==> src/rtl/wrr_arbiter.sv <==
// wrr_arbiter
//   Per-output packet arbiter for the crossbar. Chooses among N input ports
//   whose destination equals this output's index. A grant is held for whole
//   packets and for up to MAX_BURST consecutive packets from the same port.
//   After that, priority rotates to the port after the grantee.
//
// Ports
//   clk        : clock, rising edge
//   rst        : asynchronous active-high reset
//   number     : index of the output served; static after reset
//   s_dest_i   : per-port destination field
//   s_valid_i  : per-port valid
//   s_last_i   : per-port last beat of packet
//   m_ready_i  : output-side ready
//   m_valid_o  : valid toward the output
//   m_last_o   : last toward the output
//   m_sel_o    : granted port index; drives the data mux
//   s_ready_o  : per-port ready, at most one bit high
//   busy_o     : arbiter holds a grant; this is also the visible FSM state
//
// Handshake: a beat transfers on a rising edge where m_valid_o and m_ready_i
// are both high. On the granted port this is the same as s_valid_i[g] and
// s_ready_o[g] being high. Valid never waits for ready. s_ready_o[g] follows
// m_ready_i combinationally while the grantee may start or continue a packet.
module wrr_arbiter #(
  parameter int N         = 4,
  parameter int DEST_W    = 2,
  parameter int MAX_BURST = 4,
  parameter int ID_W      = $clog2(N)   // derived; leave at default
) (
  input  logic                   clk,
  input  logic                   rst,
  input  logic [DEST_W-1:0]      number,
  input  logic [N-1:0][DEST_W-1:0] s_dest_i,
  input  logic [N-1:0]           s_valid_i,
  input  logic [N-1:0]           s_last_i,
  input  logic                   m_ready_i,
  output logic                   m_valid_o,
  output logic                   m_last_o,
  output logic [ID_W-1:0]        m_sel_o,
  output logic [N-1:0]           s_ready_o,
  output logic                   busy_o
);

  localparam int CNT_W = (MAX_BURST > 1) ? $clog2(MAX_BURST) : 1;
  localparam logic [CNT_W-1:0] CNT_LAST = CNT_W'(MAX_BURST - 1);

  localparam logic [0:0] ST_IDLE   = 1'b0;
  localparam logic [0:0] ST_LOCKED = 1'b1;

  logic [0:0]      r_state;
  logic [ID_W-1:0] r_g;
  logic [ID_W-1:0] r_ptr;
  logic [CNT_W-1:0] r_cnt;
  logic            r_mid;

  logic [N-1:0]    w_req;
  logic            w_any;
  logic [ID_W-1:0] w_pick;
  logic [ID_W-1:0] w_next_ptr;
  logic            w_locked;
  logic            w_ok;
  logic            w_fire;

  always_comb begin
    w_req = '0;
    for (int i = 0; i < N; i++) begin
      w_req[i] = s_valid_i[i] && (s_dest_i[i] == number);
    end
  end

  // First requester at or after the pointer, wrapping modulo N.
  always_comb begin
    w_any  = 1'b0;
    w_pick = '0;
    for (int k = 0; k < N; k++) begin
      if (!w_any && w_req[(int'(r_ptr) + k) % N]) begin
        w_any  = 1'b1;
        w_pick = ID_W'((int'(r_ptr) + k) % N);
      end
    end
  end

  assign w_next_ptr = (r_g == ID_W'(N - 1)) ? '0 : r_g + ID_W'(1);
  assign w_locked   = (r_state == ST_LOCKED);

  // The destination is checked only at packet start. Once inside a packet,
  // a changed destination must not stall the rest of the packet.
  assign w_ok = r_mid || (s_dest_i[r_g] == number);

  assign m_valid_o = w_locked && s_valid_i[r_g] && w_ok;
  assign m_last_o  = m_valid_o && s_last_i[r_g];
  assign m_sel_o   = r_g;
  assign busy_o    = w_locked;
  assign w_fire    = m_valid_o && m_ready_i;

  always_comb begin
    s_ready_o = '0;
    if (w_locked) begin
      s_ready_o[r_g] = m_ready_i && w_ok;
    end
  end

  always_ff @(posedge clk or posedge rst) begin
    if (rst) begin
      r_state <= ST_IDLE;
      r_g     <= '0;
      r_ptr   <= '0;
      r_cnt   <= '0;
      r_mid   <= 1'b0;
    end else begin
      case (r_state)
        ST_IDLE: begin
          if (w_any) begin
            r_g     <= w_pick;
            r_state <= ST_LOCKED;
            r_cnt   <= '0;
            r_mid   <= 1'b0;
          end
        end
        default: begin
          if (w_fire) begin
            if (!s_last_i[r_g]) begin
              r_mid <= 1'b1;
            end else begin
              r_mid <= 1'b0;
              if (r_cnt == CNT_LAST) begin
                r_state <= ST_IDLE;
                r_ptr   <= w_next_ptr;
                r_cnt   <= '0;
              end else begin
                r_cnt <= r_cnt + CNT_W'(1);
              end
            end
          end else if (!r_mid && !w_req[r_g]) begin
            // Between packets with nothing more from the grantee:
            // give the other ports a turn.
            r_state <= ST_IDLE;
            r_ptr   <= w_next_ptr;
            r_cnt   <= '0;
          end
        end
      endcase
    end
  end

endmodule

==> config.mk <==
export PLATFORM = sky130hd
export DESIGN_NAME = wrr_arbiter
export DESIGN_NICKNAME = d
export VERILOG_FILES = /design/src/rtl/wrr_arbiter.sv
export SDC_FILE = /design/constraint.sdc
export NUM_CORES = 1
export LEC_CHECK = 0
export ABC_AREA = 0
export ABC_CLOCK_PERIOD_IN_PS = 3350
export CORE_MARGIN = 2
export CORE_UTILIZATION = 49
export CTS_CLUSTER_DIAMETER = 60
export DETAILED_ROUTE_END_ITERATION = 7
export PLACE_DENSITY = 0.85
export SYNTH_ARGS = -nofsm -noshare
export SYNTH_HDL_FRONTEND = slang
export SYNTH_SLANG_ARGS = --single-unit
==> constraint.sdc <==
create_clock -name clk -period 3.35 [get_ports clk]
set_clock_uncertainty 0.05 [all_clocks]
set_input_delay 0.335 -clock clk [delete_from_list [all_inputs] [get_ports clk]]
set_output_delay 0.335 -clock clk [all_outputs]
set_load 0.005 [all_outputs]
-- Word-level counts from Yosys, hierarchy flattened
Index checks and enable logic that the tools add are counted.
- register bits after elaboration: 8
- add/sub/neg operators: 5
- magnitude comparators: 6
- equal/unequal tests: 12
- muxes and demuxes: 51
- bitwise gates (word level): 5
- reduce and logical (&&, ||, !) cells: 29
- operators by type and width (operator ; number):
    2-to-1 mux 2 bit ; 16
    2-to-1 mux 1 bit ; 25
    binary-select mux 1 bit (select 2 bit) ; 7
    logical AND 1 bit ; 14
    less-than comparator 3 x 4 -> 1 bit (second input constant) ; 3
    equality test 2 bit ; 5
    adder 2 x 1 -> 2 bit (second input constant) ; 3
    less-than comparator 2 x 3 -> 1 bit (second input constant) ; 2
    inequality test 2 x 1 -> 1 bit (second input constant) ; 3
    OR reduction 2 bit ; 3
    zero test 1 bit ; 5
    adder 2 bit (second input constant) ; 2
    AND 4 bit ; 1
    binary-select mux 2 bit (select 2 bit) ; 1
    equality test 2 bit (second input constant) ; 2
    2-to-1 mux 4 bit ; 1
    AND reduction 2 bit ; 2
    AND reduction 4 bit ; 1
    nonzero test 2 bit ; 2
    AND 1 bit (first input constant) ; 3
    inequality test 3 x 1 -> 1 bit (second input constant) ; 1
    inequality test 3 x 2 -> 1 bit (second input constant) ; 1
    AND reduction 3 bit ; 1
    demux 1 bit (select 2 bit) ; 1
    other kinds (3) ; 3

-- Depth between registers and ports, before layout
Gate-level depths: netlist (run 1).
- depth in word-level cells: 16
- gate-level depth with buffers: 6
- gate-level depth less buffers: 5

-- Worst setup path after synthesis (run 1)
OpenSTA, ideal clock, no wires.
- path type: reg2reg
- from: register r_g[0], in the netlist m_sel_o[0]
- to: register r_ptr[0]
- setup time: 0.128 ns
- data arrival time: 1.851 ns
- required time: 3.172 ns
- path slack: 1.321 ns
- stages on the path, launching flop included: 6
- path buffers: 1
- period minus slack after synthesis: 2.029 ns
- cells stage by stage: dfrtp_1 -> buf_6 -> mux4_2 -> and4_4 -> a41oi_4 -> mux2_1
- word-level cells in the longest chain between the ends: 8
- elaborated cells on any way between the ends: 26
- RTL lines (item ; line ; RTL):
    start, declared ; 52 ; logic [ID_W-1:0] r_g;
    start signal, assigned ; 115 ; r_g <= w_pick;
    binary-select mux 2 bit (select 2 bit) ; 89 ; assign w_ok = r_mid || (s_dest_i[r_g] == number);
    2-to-1 mux 2 bit (not written as such) ; 89 ;
    equality test 2 bit ; 89 ;
    logical OR 1 bit ; 89 ;
    logical AND 1 bit ; 91 ; assign m_valid_o = w_locked && s_valid_i[r_g] && w_ok;
    logical AND 1 bit ; 95 ; assign w_fire = m_valid_o && m_ready_i;
    inequality test 2 x 1 -> 1 bit (no line) / nonzero test 2 bit (equally long branches) ; -- ;
    AND reduction 4 bit (no line) ; -- ;
    end signal, assigned ; 129 ; r_ptr <= w_next_ptr;
    end signal, assigned ; 139 ; r_ptr <= w_next_ptr;
    end, declared ; 53 ; logic [ID_W-1:0] r_ptr;
Several ways; a longest one is shown, not always the timed one. The select of a mux whose other input is x is not followed.
A chain may end at the register's enable or synchronous reset.

-- Worst setup path in the final report (run 1)
- from: input number[0]
- to: output s_ready_o[1]
- word-level cells in the longest chain between the ends: 5
- RTL lines (item ; line ; RTL):
    start, declared ; 33 ; input logic [DEST_W-1:0] number,
    equality test 2 bit ; 89 ;
    logical OR 1 bit ; 89 ;
    logical AND 1 bit ; 100 ; s_ready_o[r_g] = m_ready_i && w_ok;
    AND 4 bit (no line) ; -- ;
    2-to-1 mux 4 bit ; 99 ; if (w_locked) begin
    end, declared ; 41 ; output logic [N-1:0] s_ready_o,
No other way between the ends.

==> metrics, run 1 <==
CTS H-tree lvls 1; Synth Flop Type dfrtp_1; Clock transition at path regs 50 ps; Root Driver clkbuf_4; Post-CTS Setup Bufs 0; CP arrival 2480 ps; Async SR Flop Fraction 100%; synthesized area 903 um^2; Max IR drop VDD 500 uV; die height 46.9 um; setup violators final 0; Clock Latency Late Sink between 200 and 300 ps; RSZ-0062 raised after global routing false; Crit Path Max Fanout 6; largest net degree at the start of global routing 12; min cycle time layout 2870 ps; number of distinct library cells after synthesis 39; fin nets 155; P_sw 0.337 mW; total track usage 24.2%; Post-synth EDFFs 0; Syn Nets 125; worst slew pin tran 371 ps; fillcell total about 150; Area Overhead vs Synth 35.6%; first-pass GRT wire length around 3.8 mm; number of synthesized register bits 8; Int Pwr 0.431 mW; post-route ant nets 0; Starting Density between 50% and 60%; static leakage 0.476 nW; CTS tree done; Flop pwr share 27.2%; Core Box Area 1730 um^2; CP Launch Type input port; Post-Place Cells 149; fin area 1220 um^2; CTS Buf Count 3; clk sinks 8; Ports 30; dpl cell area approximately 1200 um^2; Avg Cell Area, Syn 9.12 um^2; Hold Vio Cnt, Final 0; detailed-placement wirelength estimate 1.90 mm; fin crit share between 80% and 90%; max-cap violations 0; clock share of power 9.3%; Max Fclk between 0.3 and 0.4 GHz; DRT iter0 DRCs 36; DRT Wirelength 2.29 mm; WS Path Type input port to output port; share of post-route cells with drive strength above 1 6.30%; DRC 0; Power per Cell Area 627 nW/um^2; die span in x 46.9 um; Net Sw Frac 43.9%; die area 2200 um^2; vias in the first global route 875; post-synthesis sequential area ratio 22.2%; Worst Hold Class input port to asynchronous set/reset pin; PortBufs 29; CP required approximately 3000 ps; Rows 15; Gate power share 63.5%; status complete, no violations; vias per cell just under 6; clk buf depth 2; antenna cells 0; YS warnings 0; Final Max Slew Viols 0; vias 891; Slew Limit Headroom 75.2%; Seq. cell area 200 um^2; non-filler instance count after layout 152; cts-stage hold buffer count 0; drt wl/cell around 15 um; initial antenna violation count 0; Setup TNS Final 0 ps; multi-input logic area between 600 and 700 um^2; DR pass1 iterations 4; total grt overflow 0; post_cts resized 0; Crit. End Element output port; Core Util, Final 70.9%; RePlAce Congestion 0.886; Mapped Cells 99
==> worst max-delay path, stage by stage <==
cell and delay [ps]:
clkdlybuf4s50_1 690, xnor2_1 170, o21ai_1 310, nand2_1 210, nor3b_1 230, clkdlybuf4s50_1 530
==> path summary, 6_finish.rpt <==
check / to / slack [ps] / cells past startpoint / start
min: r_cnt[1] / 290 / 2 / rst
max: s_ready_o[1] / 480 / 6 / number[0]
min in group clk: r_cnt[0] / 520 / 2 / r_cnt[0]
max reg2reg: r_ptr[0] / 990 / 5 / m_sel_o[0]
min reg2reg: r_cnt[0] / 520 / 2 / r_cnt[0]
max in group asynchronous: busy_o / 2730 / 2 / rst
==> power by group through the flow <==
stage	Sequential, mW	Clock [mW]	Combinational (mW)
floorplan	0.170	0	0.364
global placement	0.206	0	0.472
finish	0.209	0.0717	0.488
global route	0.215	0.0770	0.536
CTS	0.208	0.0725	0.488
detailed placement	0.210	0	0.485
==> through the flow <==
stage / worst slack (ps) / hold slack (ps) / total power [mW]
2_1_floorplan: 1320 / 101 / 0.534
3_3_place_gp: 532 / 504 / 0.678
3_5_place_dp: 489 / 513 / 0.695
4_1_cts: 482 / 291 / 0.768
5_1_grt: 341 / 308 / 0.828
6_report: 480 / 286 / 0.768
==> layout by cell type (no fill, tap or decap), types with 2 or more instances in the layout <==
cell / synthesis / final
and3_1: 2 / 2
a41oi_1: 2 / 2
a22o_1: 2 / 2
inv_1: 4 / 4
nor2_1: 6 / 6
dfrtp_1: 8 / 8
nand3_1: 7 / 7
ha_1: 5 / 5
mux2_1: 2 / 2
nand4_1: 3 / 3
nor3_1: 2 / 2
a21oi_1: 2 / 2
nor3b_1: 5 / 5
clkdlybuf4s50_1: 0 / 29
clkbuf_4: 0 / 3
o21ai_0: 2 / 2
xnor2_1: 12 / 12
mux2i_1: 5 / 5
o21ai_1: 2 / 2
nand2_1: 6 / 6
==> cells in the mapped netlist (3+ instances only) <==
library cell  instances  area share, %
mux2i_1               5            5.5
nor3b_1               5            4.2
xnor2_1              12             12
dfrtp_1               8             22
inv_1                 4            1.7
nor2_1                6            2.5
nand3_1               7            3.9
nand2_1               6            2.5
ha_1                  5            6.9
nand4_1               3            2.1
==> cells by family after synthesis <==
family / synth area share [%]
xor gates and xnor gates: 11.6
DFF: 22.2
and+or+nand+nor: 22.0
adders and majority gates: 6.93
AOI/OAI and AO/OA: 17.6
muxes: 14.7
buffers and inverters: 4.98
==> sequential cells by signal, summed over array words and instances, names as in the netlist <==
register / cells
m_sel_o: 2
busy_o: 1
r_ptr: 2
r_cnt: 2
r_mid: 1
==> layout make-up <==
cell class,count,area share [%]
clock buffer,3,1.84
timing repair buffer,30,24.3
multi-input combinational,82,53.7
tap,25,2.55
sequential,8,16.3
inverter,4,1.23
==> layer usage <==
metal	wire (um)	global-route usage (%)	vias to the layer above
li1	-	-	433
met1	952	28.5	416
met2	1220	43.6	38
met3	109	4.23	4
met4	12	8.89	0
met5	0	0	-
Power figures use the tool's default switching activity.
==> run 2: changes to the inputs <==
--- a/config.mk
+++ b/config.mk
@@ -7,6 +7,7 @@
 export LEC_CHECK = 0
 export ABC_AREA = 0
 export ABC_CLOCK_PERIOD_IN_PS = 3350
+export CAP_MARGIN = 20
 export CORE_MARGIN = 2
 export CORE_UTILIZATION = 49
 export CTS_CLUSTER_DIAMETER = 60
==> results of run 2 <==
Final layout, timing and power as in run 1 (identical DEF).
